[config.mk]
export PLATFORM = sky130hd
export DESIGN_NAME = alu_seq
export DESIGN_NICKNAME = d
export VERILOG_FILES = /design/src/rtl/alu_seq.sv
export SDC_FILE = /design/constraint.sdc
export NUM_CORES = 1
export LEC_CHECK = 0
export ABC_AREA = 1
export CORE_MARGIN = 3
export CORE_UTILIZATION = 55
export CTS_CLUSTER_SIZE = 25
export DETAILED_ROUTE_END_ITERATION = 16
export PLACE_DENSITY = 0.83
export SYNTH_ARGS = -nofsm -noshare
export SYNTH_HDL_FRONTEND = slang
export SYNTH_SLANG_ARGS = --single-unit
[constraint.sdc]
create_clock -name clk -period 8.54 [get_ports clk]
set_input_delay 2.135 -clock clk [delete_from_list [all_inputs] [get_ports clk]]
set_output_delay 2.135 -clock clk [all_outputs]
set_load 0.05 [all_outputs]
[src/rtl/alu_seq.sv]
// alu_seq: sequential ALU; single-cycle logic/add/sub, iterative shift-add multiply and restoring divide.
// Latency: 1 cycle for single-cycle ops (done the cycle after accept); WIDTH cycles for mul/div.
// Backpressure: ready=0 while mul/div iterate; start without ready is dropped. Optional divider: `define ALU_DIV_EN.
module alu_seq #(
    parameter int WIDTH = 32
) (
    input  logic             clk,
    input  logic             rst_n,
    input  logic             start,
    input  logic [WIDTH-1:0] ain,
    input  logic [WIDTH-1:0] bin,
    input  logic [3:0]       ctrl,
    output logic             ready,
    output logic             done,
    output logic [WIDTH-1:0] out,
    output logic             z_flag,
    output logic             n_flag,
    output logic             v_flag,
    output logic             c_flag,
    output logic             dz_flag,
    output logic             err
);

    localparam int CW = $clog2(WIDTH);

    typedef enum logic [1:0] {
        S_IDLE = 2'd0,
        S_MUL  = 2'd1,
        S_DIV  = 2'd2
    } state_t;

    state_t r_state, w_state_nxt;

    logic [CW-1:0]        r_cnt;
    logic [2*WIDTH-1:0]   r_mcand, r_prod, w_prod_sum;
    logic [WIDTH-1:0]     r_mplier;
    logic [WIDTH-1:0]     r_out;
    logic                 r_done, r_z, r_n, r_v, r_c, r_err;
    logic                 w_acc, w_last, w_load;
    logic [WIDTH-1:0]     w_out;
    logic                 w_v, w_c, w_err;
    logic [WIDTH:0]       w_add, w_subr;
`ifdef ALU_DIV_EN
    logic [WIDTH-1:0]     r_rem, r_quo, r_dvsr;
    logic                 r_is_mod, r_dz, w_dz;
    logic [WIDTH:0]       w_shift, w_trial;
    logic [WIDTH-1:0]     w_rem_nxt, w_quo_nxt;
`endif

    assign w_acc  = start && (r_state == S_IDLE);
    assign w_last = (r_cnt == CW'(WIDTH - 1));

    // Arithmetic helpers: add/sub with carry-out bit, one shift-add step, one restoring-divide step
    always_comb begin
        w_add      = {1'b0, ain} + {1'b0, bin};
        w_subr     = {1'b0, ain} - {1'b0, bin};
        w_prod_sum = r_prod + (r_mplier[0] ? r_mcand : '0);
`ifdef ALU_DIV_EN
        w_shift    = {r_rem, r_quo[WIDTH-1]};
        w_trial    = w_shift - {1'b0, r_dvsr};
        if (w_trial[WIDTH]) begin
            // partial remainder smaller than divisor: restore, quotient bit 0
            w_rem_nxt = w_shift[WIDTH-1:0];
            w_quo_nxt = {r_quo[WIDTH-2:0], 1'b0};
        end else begin
            w_rem_nxt = w_trial[WIDTH-1:0];
            w_quo_nxt = {r_quo[WIDTH-2:0], 1'b1};
        end
`endif
    end

    // Next state and the result/flags to register when an op completes
    always_comb begin
        w_state_nxt = r_state;
        w_load      = 1'b0;
        w_out       = '0;
        w_v         = 1'b0;
        w_c         = 1'b0;
        w_err       = 1'b0;
`ifdef ALU_DIV_EN
        w_dz        = 1'b0;
`endif
        case (r_state)
            S_IDLE: begin
                if (w_acc) begin
                    w_load = 1'b1;
                    case (ctrl)
                        4'd0: begin
                            w_out = w_add[WIDTH-1:0];
                            w_c   = w_add[WIDTH];
                            w_v   = (ain[WIDTH-1] == bin[WIDTH-1]) && (w_add[WIDTH-1] != ain[WIDTH-1]);
                        end
                        4'd1: begin
                            w_out = w_subr[WIDTH-1:0];
                            w_c   = w_subr[WIDTH];
                            w_v   = (ain[WIDTH-1] != bin[WIDTH-1]) && (w_subr[WIDTH-1] != ain[WIDTH-1]);
                        end
                        4'd2: begin
                            w_load      = 1'b0;
                            w_state_nxt = S_MUL;
                        end
`ifdef ALU_DIV_EN
                        4'd3, 4'd4: begin
                            if (bin == '0) begin
                                // divide by zero resolves immediately
                                w_out = (ctrl == 4'd3) ? '1 : ain;
                                w_dz  = 1'b1;
                            end else begin
                                w_load      = 1'b0;
                                w_state_nxt = S_DIV;
                            end
                        end
`endif
                        4'd5:    w_out = ~ain;
                        4'd6:    w_out = ain & bin;
                        4'd7:    w_out = ain | bin;
                        4'd8:    w_out = ain ^ bin;
                        4'd9:    w_out = {{(WIDTH-1){1'b0}}, (ain == '0)};
                        4'd10:   w_out = {{(WIDTH-1){1'b0}}, (ain != '0) && (bin != '0)};
                        4'd11:   w_out = {{(WIDTH-1){1'b0}}, (ain != '0) || (bin != '0)};
                        default: w_err = 1'b1;
                    endcase
                end
            end
            S_MUL: begin
                if (w_last) begin
                    w_load      = 1'b1;
                    w_out       = w_prod_sum[WIDTH-1:0];
                    w_v         = |w_prod_sum[2*WIDTH-1:WIDTH];
                    w_state_nxt = S_IDLE;
                end
            end
`ifdef ALU_DIV_EN
            S_DIV: begin
                if (w_last) begin
                    w_load      = 1'b1;
                    w_out       = r_is_mod ? w_rem_nxt : w_quo_nxt;
                    w_state_nxt = S_IDLE;
                end
            end
`endif
            default: w_state_nxt = S_IDLE;
        endcase
    end

    // State register
    always_ff @(posedge clk or negedge rst_n) begin
        if (!rst_n) r_state <= S_IDLE;
        else        r_state <= w_state_nxt;
    end

    // Result/flag registers, done pulse, and iterative datapath registers
    always_ff @(posedge clk or negedge rst_n) begin
        if (!rst_n) begin
            r_done   <= 1'b0;
            r_out    <= '0;
            r_z      <= 1'b0;
            r_n      <= 1'b0;
            r_v      <= 1'b0;
            r_c      <= 1'b0;
            r_err    <= 1'b0;
            r_cnt    <= '0;
            r_mcand  <= '0;
            r_mplier <= '0;
            r_prod   <= '0;
`ifdef ALU_DIV_EN
            r_dz     <= 1'b0;
            r_rem    <= '0;
            r_quo    <= '0;
            r_dvsr   <= '0;
            r_is_mod <= 1'b0;
`endif
        end else begin
            r_done <= w_load;
            if (w_load) begin
                r_out <= w_out;
                r_z   <= (w_out == '0);
                r_n   <= w_out[WIDTH-1];
                r_v   <= w_v;
                r_c   <= w_c;
                r_err <= w_err;
`ifdef ALU_DIV_EN
                r_dz  <= w_dz;
`endif
            end
            if (w_acc) begin
                // operands latched here so later input changes cannot disturb the iteration
                r_cnt    <= '0;
                r_mcand  <= {{WIDTH{1'b0}}, ain};
                r_mplier <= bin;
                r_prod   <= '0;
`ifdef ALU_DIV_EN
                r_rem    <= '0;
                r_quo    <= ain;
                r_dvsr   <= bin;
                r_is_mod <= (ctrl == 4'd4);
`endif
            end else if (r_state != S_IDLE) begin
                r_cnt    <= r_cnt + 1'b1;
                r_mcand  <= r_mcand << 1;
                r_mplier <= r_mplier >> 1;
                r_prod   <= w_prod_sum;
`ifdef ALU_DIV_EN
                r_rem    <= w_rem_nxt;
                r_quo    <= w_quo_nxt;
`endif
            end
        end
    end

    assign ready  = (r_state == S_IDLE);
    assign done   = r_done;
    assign out    = r_out;
    assign z_flag = r_z;
    assign n_flag = r_n;
    assign v_flag = r_v;
    assign c_flag = r_c;
    assign err    = r_err;
`ifdef ALU_DIV_EN
    assign dz_flag = r_dz;
`else
    assign dz_flag = 1'b0;
`endif

endmodule

Word-level counts from Yosys, hierarchy flattened

Cells that the tools add are included.

Bits in read-only memories: 0
Bits in latches: 0
Register bits: 205
Memories kept: 0
RAM bits: 0
Output and inout bits: 40
Logic and storage cells: 85
Bits of input ports: 71

Shift operators: 0
Div/mod/pow operators: 0
Mux-type cells: 31
$mul: 0
Magnitude comparators: 0
Add/sub/neg operators: 4
Equality and inequality tests: 18
Reductions and logical operators: 16
Bitwise operators: 4

Operators by type and width:

| kind                                                                   | number |
|---|---|
| 64-bit 2-to-1 mux                                                      | 5 |
| 32-bit one-hot mux with 9 select lines                                 | 1 |
| 32-bit 2-to-1 mux                                                      | 4 |
| 64-bit adder                                                           | 1 |
| 32-bit logical NOT                                                     | 2 |
| 32-bit one-hot mux with 2 select lines                                 | 1 |
| 32-bit nonzero test                                                    | 2 |
| 32-bit by 32-bit adder with 33-bit output                              | 1 |
| 32-bit by 32-bit subtractor with 33-bit output                         | 1 |
| 32-bit bitwise AND                                                     | 1 |
| 32-bit inverter                                                        | 1 |
| 32-bit bitwise OR                                                      | 1 |
| 32-bit OR reduction                                                    | 1 |
| 32-bit XOR                                                             | 1 |
| 4-bit equality test (second input constant)                            | 4 |
| 4-bit by 3-bit equality test with 1-bit output (second input constant) | 3 |
| 1-bit 2-to-1 mux                                                       | 10 |
| 5-bit 2-to-1 mux                                                       | 2 |
| 10-bit OR reduction                                                    | 1 |
| 1-bit one-hot mux with 2 select lines                                  | 4 |
| 2-bit 2-to-1 mux                                                       | 3 |
| 5-bit by 1-bit adder with 5-bit output (second input constant)         | 1 |
| 5-bit equality test (second input constant)                            | 1 |
| 4-bit by 1-bit equality test with 1-bit output (second input constant) | 1 |
| other kinds (13)                                                       | 20 |

Longest topological paths before layout

Depth in word-level cells: 6
Mapped depth: 26
Mapped depth without buffers: 24

Worst setup path after synthesis

OpenSTA, ideal clock, no wires.

Kind: input -> register
From: input ain[0]
To: register r_z, in the netlist z_flag
Stages on the path: 19
Arrival time: 3946 ps
Required time: 8474 ps
Path buffers: 0
Library setup time: 66 ps
Path slack: 4528 ps
Cell sequence: inv_1 -> ha_1 -> inv_1 -> fa_1 -> nand2_1 -> nand2_1 -> nand2_1 -> nand3_1 -> nand2_1 -> nand2_1 -> nand2_1 -> nand3_1 -> nand3_1 -> nand3_1 -> a21oi_1 -> nand3_1 -> nor2_1 -> nand2_1 -> nand2_1

Longest elaborated chain between the ends: 6
Elaborated cells on any way between the ends: 14
Classes of those cells: add/sub: 2; mux: 3; bitwise: 4; reduce/logical: 5

RTL lines:

| element                                                                                | RTL line | source |
|---|---|---|
| from (decl)                                                                            | 10       | `input logic [WIDTH-1:0] ain,` |
| branches (longest 2 deep; another with 32-bit by 32-bit subtractor with 33-bit output) | -        |  |
| 32-bit one-hot mux with 9 select lines (*)                                             | 87       | `case (ctrl)` |
| 32-bit 2-to-1 mux (*)                                                                  | 85       | `if (w_acc) begin` |
| 32-bit one-hot mux with 2 select lines (*)                                             | 83       | `case (r_state)` |
| 32-bit logical NOT (*)                                                                 | 177      | `r_z <= (w_out == '0);` |
| to (signal assigned)                                                                   | 177      |  |
| to (decl)                                                                              | 38       | `logic r_done, r_z, r_n, r_v, r_c, r_err;` |

Every way passes the cells marked *.
A chain may end at the register's enable or synchronous reset.

Worst setup path in the final report

From: input start
To: register r_z, in the netlist z_flag

Longest elaborated chain between the ends: 4
Elaborated cells on any way between the ends: 6
Classes of those cells: mux: 4; reduce/logical: 2

RTL lines:

| element                                | RTL line | source |
|---|---|---|
| from (decl)                            | 9        | `input logic start,` |
| 1-bit logical AND (*)                  | 50       | `assign w_acc = start && (r_state == S_IDLE);` |
| 32-bit 2-to-1 mux                      | 85       |  |
| 32-bit one-hot mux with 2 select lines | 83       |  |
| 32-bit logical NOT                     | 177      |  |

Every way passes the cells marked *; elsewhere a longest branch is shown, timed or not.

==> qor.txt <==
================================================================================
Utilization of the core after routing                                      62.4%
Rel. slew slack                                                            29.9%
Sequential cell area                                                0.00508 sq mm
EDFF count, synth                                                              0
Clock buffer count from CTS                                                   25
Share of flip-flops with an asynchronous set or reset                       100%
Smallest hold slack                                                     0.484 ns
First-pass GRT wire length                                            130,000 um
Detailed-routing iteration count for the pre-antenna-repair pass               6
Final Setup Violations                                                         0
Switch Pwr                                                               1.97 mW
Critical Path Start Type                                            primary input
Post-Synthesis Cells                                                       3,302
Total power draw                                                         4.33 mW
Clock skew after layout                                                0.0193 ns
Clock-pin slew on the worst setup and hold paths                         0.06 ns
Type of the worst min-delay path                                         reg2reg
Detail Placement HPWL                                                  68,400 um
Deepest clock path buffer count                                                3
Ratio of cells with drive above 1 in the final layout                      4.21%
I/O Pins                                                                     111
Remaining global-route overflow                                                0
Setup total negative slack                                                  0 ns
Setup fix buffers added after clock tree synthesis                             0
Area of all placed cells without fillers                            0.0225 sq mm
Critical Path AT                                                         5.90 ns
Slew at the pin closest to its max-slew limit                            1.04 ns
Number of clock sinks                                                        203
Total global routing track utilization                                     43.4%
Share of total power in combinational logic                                42.3%
Total vias in the final route                                             23,500
Design internal power                                                    2.37 mW
Final Critical Period                                                    5.40 ns
Type of destination of the critical path                               flip-flop
Number of diodes                                                               0
Launch point of the worst hold path                                      out[18]
CTS H-Tree Depth                                                               1
Syn_area_per_cell                                                     6.16 sq um
Pin count of the biggest net entering global routing                         107
DR DRC count                                                                   0
Sequential cell area fraction in the yosys report                          25.0%
Antenna violations before repair                                               1
Max VDD drop                                                          0.000169 V
Final hold viol count                                                          0
Total area of multi-input combinational cells                       0.0128 sq mm
Relative contribution of sequential cells to total power                   31.6%
Final net count                                                            3,587
Number of rows in the core area                                               69
Start-to-end type of the worst setup path                                 in2reg
Pwr per Cell Area                                                    193 mW/mm^2
Final setup slack of the worst path                                      3.14 ns
Standard cell with the maximum stage delay on the critical path     sky130_fd_sc_hd__clkinv_1
Via count of the first global-routing pass                                22,300
Root Buffer Master                                                  sky130_fd_sc_hd__clkbuf_16
Synthesized netlist net count                                              3,537
Cts hold-fix bufs                                                              0
Status                                                              finished clean
Number of register bits inferred by synthesis                                203
Fraction of post-synthesis cell area in the top cell type by area          25.0%
Yosys warns                                                                    0
Setup Slack @ Placement                                                  2.67 ns
Initial core utilization                                                   56.5%
Part of the total power dissipated in the clock network                    26.1%
Area overhead of the layout relative to synthesis                          10.5%
Iter 0 DRT Violations                                                      2,946
Final max-slew violation count                                                 0
Final routed wirelength across all metal layers                        87,300 um
Max-Cap Viols                                                                  0
Most common flop cell mapped by yosys                               sky130_fd_sc_hd__dfrtp_1
Achievable clock frequency                                             0.185 GHz
Latest clock arrival within the worst-skew pair                          0.57 ns
Maximum fanout count along the critical path                                  68
Synth cell count leaders                                            1,020 x sky130_fd_sc_hd__nand2_1, 506 x sky130_fd_sc_hd__inv_1, 366 x sky130_fd_sc_hd__nor2_1
Area inside the core boundary                                       0.0360 sq mm
Vias per inst                                                               6.14
RSZ-0062 raised after global routing                                          no
Die Wd                                                                    198 um
CTS tree                                                                   built
Leakage power                                                            11.9 nW
Dominant cells by area after synthesis                              sky130_fd_sc_hd__dfrtp_1 25%, sky130_fd_sc_hd__nand2_1 19%, sky130_fd_sc_hd__ha_1 9.9%
Post-detailed-route wirelength per cell                                  22.8 um
Cell with the most instances after synthesis                        sky130_fd_sc_hd__nand2_1
PostCTS Resize Cnt                                                             0
Die boundary height                                                       198 um
Port Buffers                                                                 109
Post-DRT Antenna Nets                                                          0
Instance area at placement                                          0.0216 sq mm
Die Area                                                            0.0393 sq mm
Final estimated routing congestion in global placement                      1.09
CP cell instances                                                   clkdlybuf4s50_1 -> nand2_2 -> buf_4 -> clkinv_1 -> a21oi_1 -> nand2_1 -> nor2_1 -> nand3_1 -> nor2_1 -> nand4_1 -> nor2_1 -> nand2_1 -> nand2_1
Distinct cells, synth                                                         52
Post-Syn Area                                                       0.0203 sq mm
Final non-filler cell total                                                3,832
Count of filler cells inserted in the layout                               3,424
Launch point of the worst path                                             start
Yosys top cell by area                                              sky130_fd_sc_hd__dfrtp_1
Post-placement cell count                                                  3,786
Max incr delay on CP                                                     1.08 ns
Net switching share of the total power                                     45.4%
Critical path data required time                                         9.04 ns
Startpoint of the lowest-slack register-to-register path              r_state[0]
Fraction of the cycle the final worst path needs                           63.2%
================================================================================
-- path summary, 6_finish.rpt --
kind / endpoint / slack [ns] / cells past startpoint
min in group asynchronous: r_prod[46] / 1.68 / 1
min reg2reg: out[18] / 0.48 / 2
max in group asynchronous: r_mcand[50] / 5.25 / 2
min: out[18] / 0.48 / 2
max reg2reg: z_flag / 3.76 / 13
max: z_flag / 3.14 / 13
-- per-layer routing --
metal	global-route usage [%]	vias up	routed length [um]	share of wire [%]
met4	24.6	2	5980	6.9
li1	-	10700	-	-
met5	0	-	13	0.015
met2	67.7	1572	38100	44
met3	9.29	325	10600	12
met1	56.0	10900	32600	37
-- power by group through the flow --
stage / combinational [mW] / clock [mW] / sequential [mW]
floorplan: 1.04 / 0 / 1.43
global placement: 1.72 / 0 / 1.36
detailed placement: 1.75 / 0 / 1.36
CTS: 1.77 / 1.13 / 1.35
global route: 1.95 / 1.17 / 1.38
finish: 1.83 / 1.13 / 1.37
-- cell families after synthesis --
kind of cell             share of synthesized area [%]
AO/OA/AOI/OAI                                     16.2
adder cells (fa/ha/maj)                           10.2
buffers and inverters                             12.1
flip-flops                                        25.0
XOR/XNOR                                          1.08
other                                           0.0184
AND/OR/NAND/NOR                                   35.3
-- worst max-delay path, delay by kind of cell --
family / cells / cell delay [ns]
buf+inv: 3 / 2.22
compound gates: 1 / 0.50
simple gates: 9 / 1.03
-- layout by cell type (no fill, tap or decap), types with 19 or more instances in the layout --
| master | Yosys | layout |
|---|---|---|
| sky130_fd_sc_hd__clkdlybuf4s50_1 | 0 | 108 |
| sky130_fd_sc_hd__o21ai_0 | 139 | 139 |
| sky130_fd_sc_hd__nor3_1 | 29 | 29 |
| sky130_fd_sc_hd__clkbuf_16 | 0 | 25 |
| sky130_fd_sc_hd__nor2_1 | 366 | 365 |
| sky130_fd_sc_hd__dfrtp_1 | 203 | 201 |
| sky130_fd_sc_hd__nand2_2 | 20 | 21 |
| sky130_fd_sc_hd__inv_2 | 19 | 19 |
| sky130_fd_sc_hd__o22ai_1 | 48 | 48 |
| sky130_fd_sc_hd__ha_1 | 161 | 161 |
| sky130_fd_sc_hd__inv_1 | 506 | 506 |
| sky130_fd_sc_hd__nand2_1 | 1020 | 1019 |
| sky130_fd_sc_hd__o221ai_1 | 43 | 43 |
| sky130_fd_sc_hd__a21oi_1 | 171 | 171 |
| sky130_fd_sc_hd__nand4_1 | 27 | 27 |
| sky130_fd_sc_hd__nand3_1 | 228 | 227 |
| sky130_fd_sc_hd__o211ai_1 | 22 | 22 |
| sky130_fd_sc_hd__a22o_1 | 30 | 30 |
-- flip-flops by register name, indices dropped and copies added, names as in the netlist --
signal    flops
r_cnt         5
r_state       1
out          32
v_flag        1
c_flag        1
done          1
z_flag        1
r_mplier     32
r_prod       64
r_mcand      64
err           1
-- final cells by class --
type                            instances  share of cell area, %
Sequential cell                       203                   22.6
Multi-Input combinational cell       2475                   57.0
Inverter                              527                   8.81
Clock inverter                         13                  0.641
Timing Repair Buffer                  120                   5.24
Tap cell                              461                   2.57
Clock buffer                           33                   3.10
(Power assumes the default switching activity.)
